`src/rtl/ring_out_arb_if.sv`:
```
// Link-side bundle for ring_out_arb: ring and PE request/grant pairs plus the outgoing link.
// master = arbiter side, slave = requesters and downstream link.
interface ring_out_arb_if #(
    parameter int DATA_W = 64
);
    logic              polarity;
    logic [1:0]        ring_vld;
    logic [DATA_W-1:0] ring_data_e;
    logic [DATA_W-1:0] ring_data_o;
    logic [1:0]        ring_gnt;
    logic [1:0]        pe_vld;
    logic [DATA_W-1:0] pe_data_e;
    logic [DATA_W-1:0] pe_data_o;
    logic [1:0]        pe_gnt;
    logic              out_so;
    logic [DATA_W-1:0] out_do;
    logic              out_ro;
    logic              proto_err;

    modport master (
        output polarity, ring_gnt, pe_gnt, out_so, out_do, proto_err,
        input  ring_vld, ring_data_e, ring_data_o, pe_vld, pe_data_e, pe_data_o, out_ro
    );

    modport slave (
        input  polarity, ring_gnt, pe_gnt, out_so, out_do, proto_err,
        output ring_vld, ring_data_e, ring_data_o, pe_vld, pe_data_e, pe_data_o, out_ro
    );
endinterface

```
`src/rtl/ring_out_arb.sv`:
```
// Output-port arbiter for one ring direction: ring pass-through vs PE injection, VC phased by polarity.
// Define RING_ARB_FAIR_EN for per-VC round-robin; otherwise ring has fixed priority over PE.
module ring_out_arb #(
    parameter int DATA_W = 64
) (
    input  logic            clk,
    input  logic            reset,
    ring_out_arb_if.master  bus
);

    localparam logic LAST_RING = 1'b0;
    localparam logic LAST_PE   = 1'b1;

    function automatic logic [1:0] vc_onehot(input logic vc);
        return vc ? 2'b10 : 2'b01;
    endfunction

    logic              polarity_r;
    logic              out_so_r;
    logic [DATA_W-1:0] out_do_r;
    logic              proto_err_r;
    logic [1:0]        ring_vld_q_r;
    logic [1:0]        pe_vld_q_r;
    logic [1:0]        ring_gnt_q_r;
    logic [1:0]        pe_gnt_q_r;

    logic              ring_win_s;
    logic              pe_win_s;
    logic [1:0]        ring_gnt_s;
    logic [1:0]        pe_gnt_s;
    logic [DATA_W-1:0] win_data_s;
    logic              err_s;

`ifdef RING_ARB_FAIR_EN
    logic [1:0]        last_r;
`endif

    // Pick the winner among the two requesters on the currently eligible VC.
    always_comb begin
        ring_win_s = 1'b0;
        pe_win_s   = 1'b0;
        if (reset && bus.out_ro) begin
            if (bus.ring_vld[polarity_r] && bus.pe_vld[polarity_r]) begin
`ifdef RING_ARB_FAIR_EN
                if (last_r[polarity_r] == LAST_PE) begin
                    ring_win_s = 1'b1;
                end else begin
                    pe_win_s = 1'b1;
                end
`else
                ring_win_s = 1'b1;
`endif
            end else if (bus.ring_vld[polarity_r]) begin
                ring_win_s = 1'b1;
            end else if (bus.pe_vld[polarity_r]) begin
                pe_win_s = 1'b1;
            end else begin
                ring_win_s = 1'b0;
                pe_win_s   = 1'b0;
            end
        end else begin
            ring_win_s = 1'b0;
            pe_win_s   = 1'b0;
        end
    end

    // Grant vectors: a single bit on the eligible VC of the winner.
    always_comb begin
        ring_gnt_s = 2'b00;
        pe_gnt_s   = 2'b00;
        if (ring_win_s) begin
            ring_gnt_s = vc_onehot(polarity_r);
        end else if (pe_win_s) begin
            pe_gnt_s = vc_onehot(polarity_r);
        end else begin
            ring_gnt_s = 2'b00;
            pe_gnt_s   = 2'b00;
        end
    end

    // Select the winning packet for the link register.
    always_comb begin
        win_data_s = out_do_r;
        case ({ring_win_s, pe_win_s, polarity_r})
            3'b100:  win_data_s = bus.ring_data_e;
            3'b101:  win_data_s = bus.ring_data_o;
            3'b010:  win_data_s = bus.pe_data_e;
            3'b011:  win_data_s = bus.pe_data_o;
            default: win_data_s = out_do_r;
        endcase
    end

    // A valid that falls without having been granted the cycle before is a protocol violation.
    always_comb begin
        err_s = |((ring_vld_q_r & ~bus.ring_vld & ~ring_gnt_q_r) |
                  (pe_vld_q_r   & ~bus.pe_vld   & ~pe_gnt_q_r));
    end

    // Phase generator, link register, sticky error and request history.
    always_ff @(posedge clk or negedge reset) begin
        if (!reset) begin
            polarity_r   <= 1'b0;
            out_so_r     <= 1'b0;
            out_do_r     <= {DATA_W{1'b0}};
            proto_err_r  <= 1'b0;
            ring_vld_q_r <= 2'b00;
            pe_vld_q_r   <= 2'b00;
            ring_gnt_q_r <= 2'b00;
            pe_gnt_q_r   <= 2'b00;
        end else begin
            polarity_r   <= ~polarity_r;
            out_so_r     <= ring_win_s | pe_win_s;
            if (ring_win_s || pe_win_s) begin
                out_do_r <= win_data_s;
            end else begin
                out_do_r <= out_do_r;
            end
            proto_err_r  <= proto_err_r | err_s;
            ring_vld_q_r <= bus.ring_vld;
            pe_vld_q_r   <= bus.pe_vld;
            ring_gnt_q_r <= ring_gnt_s;
            pe_gnt_q_r   <= pe_gnt_s;
        end
    end

`ifdef RING_ARB_FAIR_EN
    // Round-robin pointer for each VC advances only when both requesters contended.
    always_ff @(posedge clk or negedge reset) begin
        if (!reset) begin
            last_r <= {LAST_PE, LAST_PE};
        end else if (ring_win_s && bus.pe_vld[polarity_r]) begin
            last_r[polarity_r] <= LAST_RING;
        end else if (pe_win_s && bus.ring_vld[polarity_r]) begin
            last_r[polarity_r] <= LAST_PE;
        end else begin
            last_r <= last_r;
        end
    end
`endif

    assign bus.polarity  = polarity_r;
    assign bus.ring_gnt  = ring_gnt_s;
    assign bus.pe_gnt    = pe_gnt_s;
    assign bus.out_so    = out_so_r;
    assign bus.out_do    = out_do_r;
    assign bus.proto_err = proto_err_r;

endmodule

```
`src/flat_wrapper.sv`:
```
// flat-port wrapper written by rule: the top's interface ports become plain ports
module ring_out_arb_flat 
#(
    parameter int DATA_W = 64
)
  (clk, reset, bus_polarity, bus_ring_gnt, bus_pe_gnt, bus_out_so, bus_out_do, bus_proto_err, bus_ring_vld, bus_ring_data_e, bus_ring_data_o, bus_pe_vld, bus_pe_data_e, bus_pe_data_o, bus_out_ro);
  ring_out_arb_if #(.DATA_W(DATA_W)) bus_i ();
  input  logic clk;
  input  logic reset;
  output wire logic [$bits(bus_i.polarity)-1:0] bus_polarity;
  output wire logic [$bits(bus_i.ring_gnt)-1:0] bus_ring_gnt;
  output wire logic [$bits(bus_i.pe_gnt)-1:0] bus_pe_gnt;
  output wire logic [$bits(bus_i.out_so)-1:0] bus_out_so;
  output wire logic [$bits(bus_i.out_do)-1:0] bus_out_do;
  output wire logic [$bits(bus_i.proto_err)-1:0] bus_proto_err;
  input wire logic [$bits(bus_i.ring_vld)-1:0] bus_ring_vld;
  input wire logic [$bits(bus_i.ring_data_e)-1:0] bus_ring_data_e;
  input wire logic [$bits(bus_i.ring_data_o)-1:0] bus_ring_data_o;
  input wire logic [$bits(bus_i.pe_vld)-1:0] bus_pe_vld;
  input wire logic [$bits(bus_i.pe_data_e)-1:0] bus_pe_data_e;
  input wire logic [$bits(bus_i.pe_data_o)-1:0] bus_pe_data_o;
  input wire logic [$bits(bus_i.out_ro)-1:0] bus_out_ro;
  assign bus_polarity = bus_i.polarity;
  assign bus_ring_gnt = bus_i.ring_gnt;
  assign bus_pe_gnt = bus_i.pe_gnt;
  assign bus_out_so = bus_i.out_so;
  assign bus_out_do = bus_i.out_do;
  assign bus_proto_err = bus_i.proto_err;
  assign bus_i.ring_vld = bus_ring_vld;
  assign bus_i.ring_data_e = bus_ring_data_e;
  assign bus_i.ring_data_o = bus_ring_data_o;
  assign bus_i.pe_vld = bus_pe_vld;
  assign bus_i.pe_data_e = bus_pe_data_e;
  assign bus_i.pe_data_o = bus_pe_data_o;
  assign bus_i.out_ro = bus_out_ro;
  ring_out_arb #(.DATA_W(DATA_W)) u_core (.clk(clk), .reset(reset), .bus(bus_i));
endmodule
```
`config.mk`:
```
export PLATFORM = sky130hd
export DESIGN_NAME = ring_out_arb_flat
export DESIGN_NICKNAME = d
export VERILOG_FILES = /design/src/rtl/ring_out_arb_if.sv /design/src/rtl/ring_out_arb.sv /design/src/flat_wrapper.sv
export SDC_FILE = /design/constraint.sdc
export NUM_CORES = 1
export LEC_CHECK = 0
export BUFFER_PORTS_ARGS = -buffer_cell sky130_fd_sc_hd__buf_2
export CORE_AREA = 2 2 129 131
export CTS_CLUSTER_SIZE = 40
export DETAILED_ROUTE_END_ITERATION = 8
export DIE_AREA = 0 0 131 133
export SYNTH_ARGS = -nofsm -noshare
export SYNTH_HDL_FRONTEND = slang
export SYNTH_SLANG_ARGS = --single-unit
```
`constraint.sdc`:
```
create_clock -name clk -period 3.5 [get_ports clk]
set_input_delay 0.35 -clock clk [delete_from_list [all_inputs] [get_ports clk]]
set_output_delay 0.35 -clock clk [all_outputs]
set_load 0.02 [all_outputs]
```
* After elaboration in Yosys (flattened, before gate mapping)
Index checks and enable logic that the tools add are counted.
Storage, ports and cells: output and inout bits 71, bits in latches 0, memories kept 0, bits of input ports 263, RAM bits 0, flip-flop bits (word level) 75, ROM bits 0
Cells by class: shifts and indexed selects 0, multiplexer cells 16, reduce and logical (&&, ||, !) cells 6, magnitude comparators 1, bitwise gates (word level) 12, div/mod/pow operators 0, $add $sub $neg 0, $mul 0, equality and inequality tests 4
Operators by type and width (count):
- 64-bit one-hot mux with 4 select lines | 1
- 1-bit 2-to-1 mux | 11
- 2-bit bitwise AND | 4
- 2-bit 2-to-1 mux | 4
- 2-bit inverter | 4
- 3-bit by 2-bit equality test with 1-bit output (second input constant) | 2
- 3-bit equality test (second input constant) | 2
- 4-bit nonzero test | 1
- 1-bit logical AND | 2
- 1-bit by 2-bit less-than comparator with 1-bit output (second input constant) | 1
- 1-bit bitwise OR | 2
- 2-bit bitwise OR | 1
- 2-bit AND reduction | 1
- 2-bit OR reduction | 1
- 1-bit logical OR | 1
- 1-bit inverter | 1

* Logic depth before layout (Yosys ltp)
depth in word-level cells 9, depth in mapped cells 6

* Least setup slack after synthesis
OpenSTA, ideal clock, no wires.
path type reg-to-output, start point register u_core.polarity_r, in the netlist u_core.bus.polarity, end point output port bus_pe_gnt[0], stages on the path, launching flop included 4, setup slack 1.671 ns, required time 3.150 ns, data arrival time 1.479 ns, path buffers 2, path through dfrtp_1 > buf_4 > nor4b_4 > clkbuf_1
Between the ends: cells in the longest elaborated chain, start to end 8
RTL lines:
- start: declaration | RTL line ring_out_arb.sv:18 | logic polarity_r;
- start signal: assignment | RTL line ring_out_arb.sv:111 | polarity_r <= ~polarity_r;
- 1-bit 2-to-1 mux (not written as such) (2 in a row) | RTL line ring_out_arb.sv:43, ring_out_arb.sv:55
- 1-bit 2-to-1 mux | RTL line ring_out_arb.sv:55 | end else if (bus.pe_vld[polarity_r]) begin
- 1-bit 2-to-1 mux | RTL line ring_out_arb.sv:53 | end else if (bus.ring_vld[polarity_r]) begin
- 1-bit 2-to-1 mux | RTL line ring_out_arb.sv:43 | if (bus.ring_vld[polarity_r] && bus.pe_vld[polarity_r]) begin
- 1-bit 2-to-1 mux | RTL line ring_out_arb.sv:42 | if (reset && bus.out_ro) begin
- 2-bit 2-to-1 mux | RTL line ring_out_arb.sv:73 | end else if (pe_win_s) begin
- 2-bit 2-to-1 mux (*) | RTL line ring_out_arb.sv:71 | if (ring_win_s) begin
- end: declaration | RTL line flat_wrapper.sv:12 | output wire logic [$bits(bus_i.pe_gnt)-1:0] bus_pe_gnt;
Mark *: on every way between the ends. The rest lies on a longest branch, timed or not. The select of a mux whose other input is x is not followed.

* Worst setup path after layout
start point input port reset, end point output port bus_pe_gnt[0]
Between the ends: cells in the longest elaborated chain, start to end 4
RTL lines:
- start: declaration | RTL line flat_wrapper.sv:9 | input logic reset;
- 1-bit logical AND (*) | RTL line ring_out_arb.sv:42
- 1-bit 2-to-1 mux | RTL line ring_out_arb.sv:42
- 2-bit 2-to-1 mux | RTL line ring_out_arb.sv:73
- 2-bit 2-to-1 mux (*) | RTL line ring_out_arb.sv:71
Mark *: on every way between the ends. The rest lies on a longest branch, timed or not.

==> impl_results.md <==
* Part of the Yosys area used for sequential elements at 40.00%
* Via density at 5.185
* Clock tree from TritonCTS: done
* Placeable core region at 16,170 µm²
* Critical path capture point: bus_pe_gnt[0]
* Syn Std Cell Area at 4692 µm²
* Post-DRT Antenna Nets at 0
* FF-to-FF Start: u_core.bus.polarity$_DFF_PN0_
* Area growth, synth to finish at 45.65%
* Flop2flop setup slack at 1060 ps
* Aggregate global routing overflow at 0
* Data required time of the critical path at 3150 ps
* Std-Cell Rows at 47
* Synthesis Warnings at 0
* Cell area after placement at 6495 µm²
* Most used standard cells in the synthesized netlist: sky130_fd_sc_hd__dfrtp_1, sky130_fd_sc_hd__a21oi_1, sky130_fd_sc_hd__and3_1
* Routability Congestion at 0.7931
* Critical path type: input port to output pin
* Cell family with the largest share of critical-path delay: buffers and inverters
* Slowest library cell on the worst path: sky130_fd_sc_hd__dlygate4sd3_1
* Final net count at 1,081
* TritonCTS buffer count at 9
* Unrepaired setup endpoints after global routing: false
* Number of buffers and inverters on the critical path at 4
* Post-cts resize count at 0
* Number of max-slew violations in the final report at 0
* Cell at the root of the clock tree: sky130_fd_sc_hd__clkbuf_16
* F_max at 354.9 MHz
* Max-capacitance violation count at 0
* Worst path most repeated cell: sky130_fd_sc_hd__buf_4
* Vias post-DR at 5,408
* Time the final worst path needs with I/O delays and setup at 2818 ps
* Worst IR Drop VDD at 0.2727 mV
* Die Height at 133 µm
* Post-route DRC violation count at 0
* Met1 GRT Util at 24.69%
* Post-route clock skew at 6.854 ps
* Die Footprint at 17,420 µm²
* Cells after synthesis at 514
* GR Layer Usage met2 at 36.41%
* Final non-filler cell area at 6834 µm²
* Number of endpoints with negative hold slack in the final report at 0
* Crit share post-route at 80.52%
* Total wire length after detailed routing at 18.54 mm
* Setup violation total in the final timing report at 0
* Type of the most critical hold path: input port to flip-flop
* Synthesized area divided by synthesized cell count at 9.128 µm²
* Main synth FF type: sky130_fd_sc_hd__dfrtp_1
* GRT Total Usage at 20.62%
* Gr busiest metal: met2
* Filler cell count in the final layout at 1,666
* Clock latency at the later pin of the worst-skew pair at 330 ps
* Clock sink count at 75
* HPWL reported at the end of detailed placement at 13.20 mm
* Iteration-0 DRC count of the detailed router at 199
* Maximum number of pins on one net before global-route repair at 52
* Max stage delay on crit path at 530 ps
* Initial core utilization at 29.01%
* Worst max-slew margin expressed relative to the limit at 24.61%
* Fraction of final layout cells with drive strength greater than 1 at 50.06%
* Slew @ Worst Pin at 1127 ps
* Fraction of registers with async set/reset at 100.0%
* Number of library cell types mapped by synthesis at 30
* Antenna violations before repair at 1
* Number of cells on the critical path at 6
* Clk slew on worst S/H paths at 60 ps
* End of the worst register-to-register path: u_core.bus.out_do[42]$_DFFE_PN0P_
* Launch point of the worst path: reset
* Top post-synthesis cells by area: sky130_fd_sc_hd__dfrtp_1, sky130_fd_sc_hd__and3_1, sky130_fd_sc_hd__a31o_2
* Total iterations of the first detailed-routing run at 4
* Pwr per Cell Area at 457.3 nW/µm²
* Leakage at 3.366 nW
* Reg2reg path depth at 5
* Arrival time of data at the critical path endpoint at 2470 ps
* Global-route wire length before repair at 27.91 mm
* Count of flip-flops with a built-in enable after synthesis at 0
* Met3 demand-to-capacity share in global routing at 3.922%
* Sort of element at the start of the critical path: input port
* Largest area contributor in the netlist: sky130_fd_sc_hd__dfrtp_1
* Number of storage elements in the synthesis netlist at 75
* Ant. Diodes at 0
* Buffers from clock root to sink, at most at 2
* Setup Total Neg Slack at 0 ps
* Average wire length per cell after detail routing at 17.77 µm
* Deepest level of the CTS H-tree at 3
* Count leader, synth: sky130_fd_sc_hd__dfrtp_1
* Number of buffers added on ports at 333
* Post-synth net total at 777
* Horizontal extent of the die at 131 µm
* Total I/O pin count at 334
* Vias in the first global route at 5,484
* CP Cell Sequence: dlygate4sd3_1 -> buf_4 -> nand2_2 -> buf_4 -> nor4b_4 -> buf_2
* Endpoint type of the worst setup path: output pin
* Status: completed
* Top-area cell type share of the netlist area at 40.00%
* Maximum fanout along the worst path at 44
* Post-layout util at 42.26%
## layout make-up
class	count	area (µm²)	area share, %
inverter	2	7.507	0.1098
clock buffer	12	256.5	3.753
timing repair buffer	348	1784	26.11
clock inverter	4	72.57	1.062
multi-input combinational	382	2560	37.46
tap	220	275.3	4.028
sequential	75	1878	27.48
## worst min path at each step
| stage | start | to | depth (start not counted) |
|---|---|---|---|
| finish | bus_pe_vld[0] | u_core.pe_vld_q_r[0]$_DFF_PN0_ | 1 |
| global route | bus_pe_vld[0] | u_core.pe_vld_q_r[0]$_DFF_PN0_ | 1 |
| CTS | bus_pe_vld[0] | u_core.pe_vld_q_r[0]$_DFF_PN0_ | 1 |
| detailed placement | reset | u_core.bus.out_do[25]$_DFFE_PN0P_ | 1 |
| global placement | reset | u_core.bus.out_do[25]$_DFFE_PN0P_ | 1 |
| floorplan | reset | u_core.bus.out_do[0]$_DFFE_PN0P_ | 0 |
## where the power goes
group          internal [mW]  total, mW  switching [mW]
Combinational          0.411      0.945           0.534
Sequential              1.03       1.15           0.114
Clock                  0.663       1.03           0.372
## through the flow
step / cells / power [mW] / hold WS, ps / setup slack [ps]
after floorplan: 514 / 1.676 / 54.41 / 1671
after global placement: 1026 / 2.106 / 324.6 / 1082
after detailed placement: 1026 / 2.113 / 325.4 / 1058
after CTS: 1043 / 3.170 / 179.5 / 642.8
after global routing: 1043 / 3.302 / 185.3 / 475.1
final: 1043 / 3.125 / 202.0 / 681.9
## registers in the layout (all words and copies together) (netlist names)
name and count:
u_core.bus.out_so 1, u_core.bus.proto_err 1, u_core.pe_gnt_q_r 2, u_core.ring_gnt_q_r 2, u_core.bus.polarity 1, u_core.ring_vld_q_r 2
u_core.pe_vld_q_r 2, u_core.bus.out_do 64
## cell usage in the layout (no fill, tap or decap), types with 2 or more instances in the layout
cell and n:
sky130_fd_sc_hd__mux2i_1 23, sky130_fd_sc_hd__a31o_2 40, sky130_fd_sc_hd__bufinv_16 2, sky130_fd_sc_hd__nor3b_1 2, sky130_fd_sc_hd__clkbuf_8 2, sky130_fd_sc_hd__dfrtp_1 74
sky130_fd_sc_hd__nor3_1 2, sky130_fd_sc_hd__nor3b_4 2, sky130_fd_sc_hd__a22oi_1 41, sky130_fd_sc_hd__and3_1 65, sky130_fd_sc_hd__a21oi_1 65, sky130_fd_sc_hd__nor2_1 4
sky130_fd_sc_hd__buf_4 15, sky130_fd_sc_hd__buf_2 332, sky130_fd_sc_hd__o221ai_1 23, sky130_fd_sc_hd__nand2_1 64, sky130_fd_sc_hd__inv_1 2, sky130_fd_sc_hd__clkbuf_16 9
sky130_fd_sc_hd__o211ai_1 41
## repair_timing
item	CTS	global route
buffers inserted	0	0
hold buffers	1	0
hold endpoints to repair	24	0
endpoints found under the setup margin	0	0
## cell families (layout without fill, tap and decap cells)
kind of cell | count (synthesis) | after routing | synth area share (%)
DFF | 75 | 75 | 40.00
buffers and inverters | 57 | 366 | 5.973
muxes | 23 | 23 | 4.907
AOI/OAI and AO/OA | 213 | 213 | 32.24
and+or+nand+nor | 146 | 146 | 16.88
## routing by layer
metal	part of all wire, %	vias to the layer above
met2	50	216
met5	0.070	-
li1	-	2586
met1	41	2577
met3	6.7	27
met4	1.9	2
Note: power is estimated with default switching activity, not from simulation.
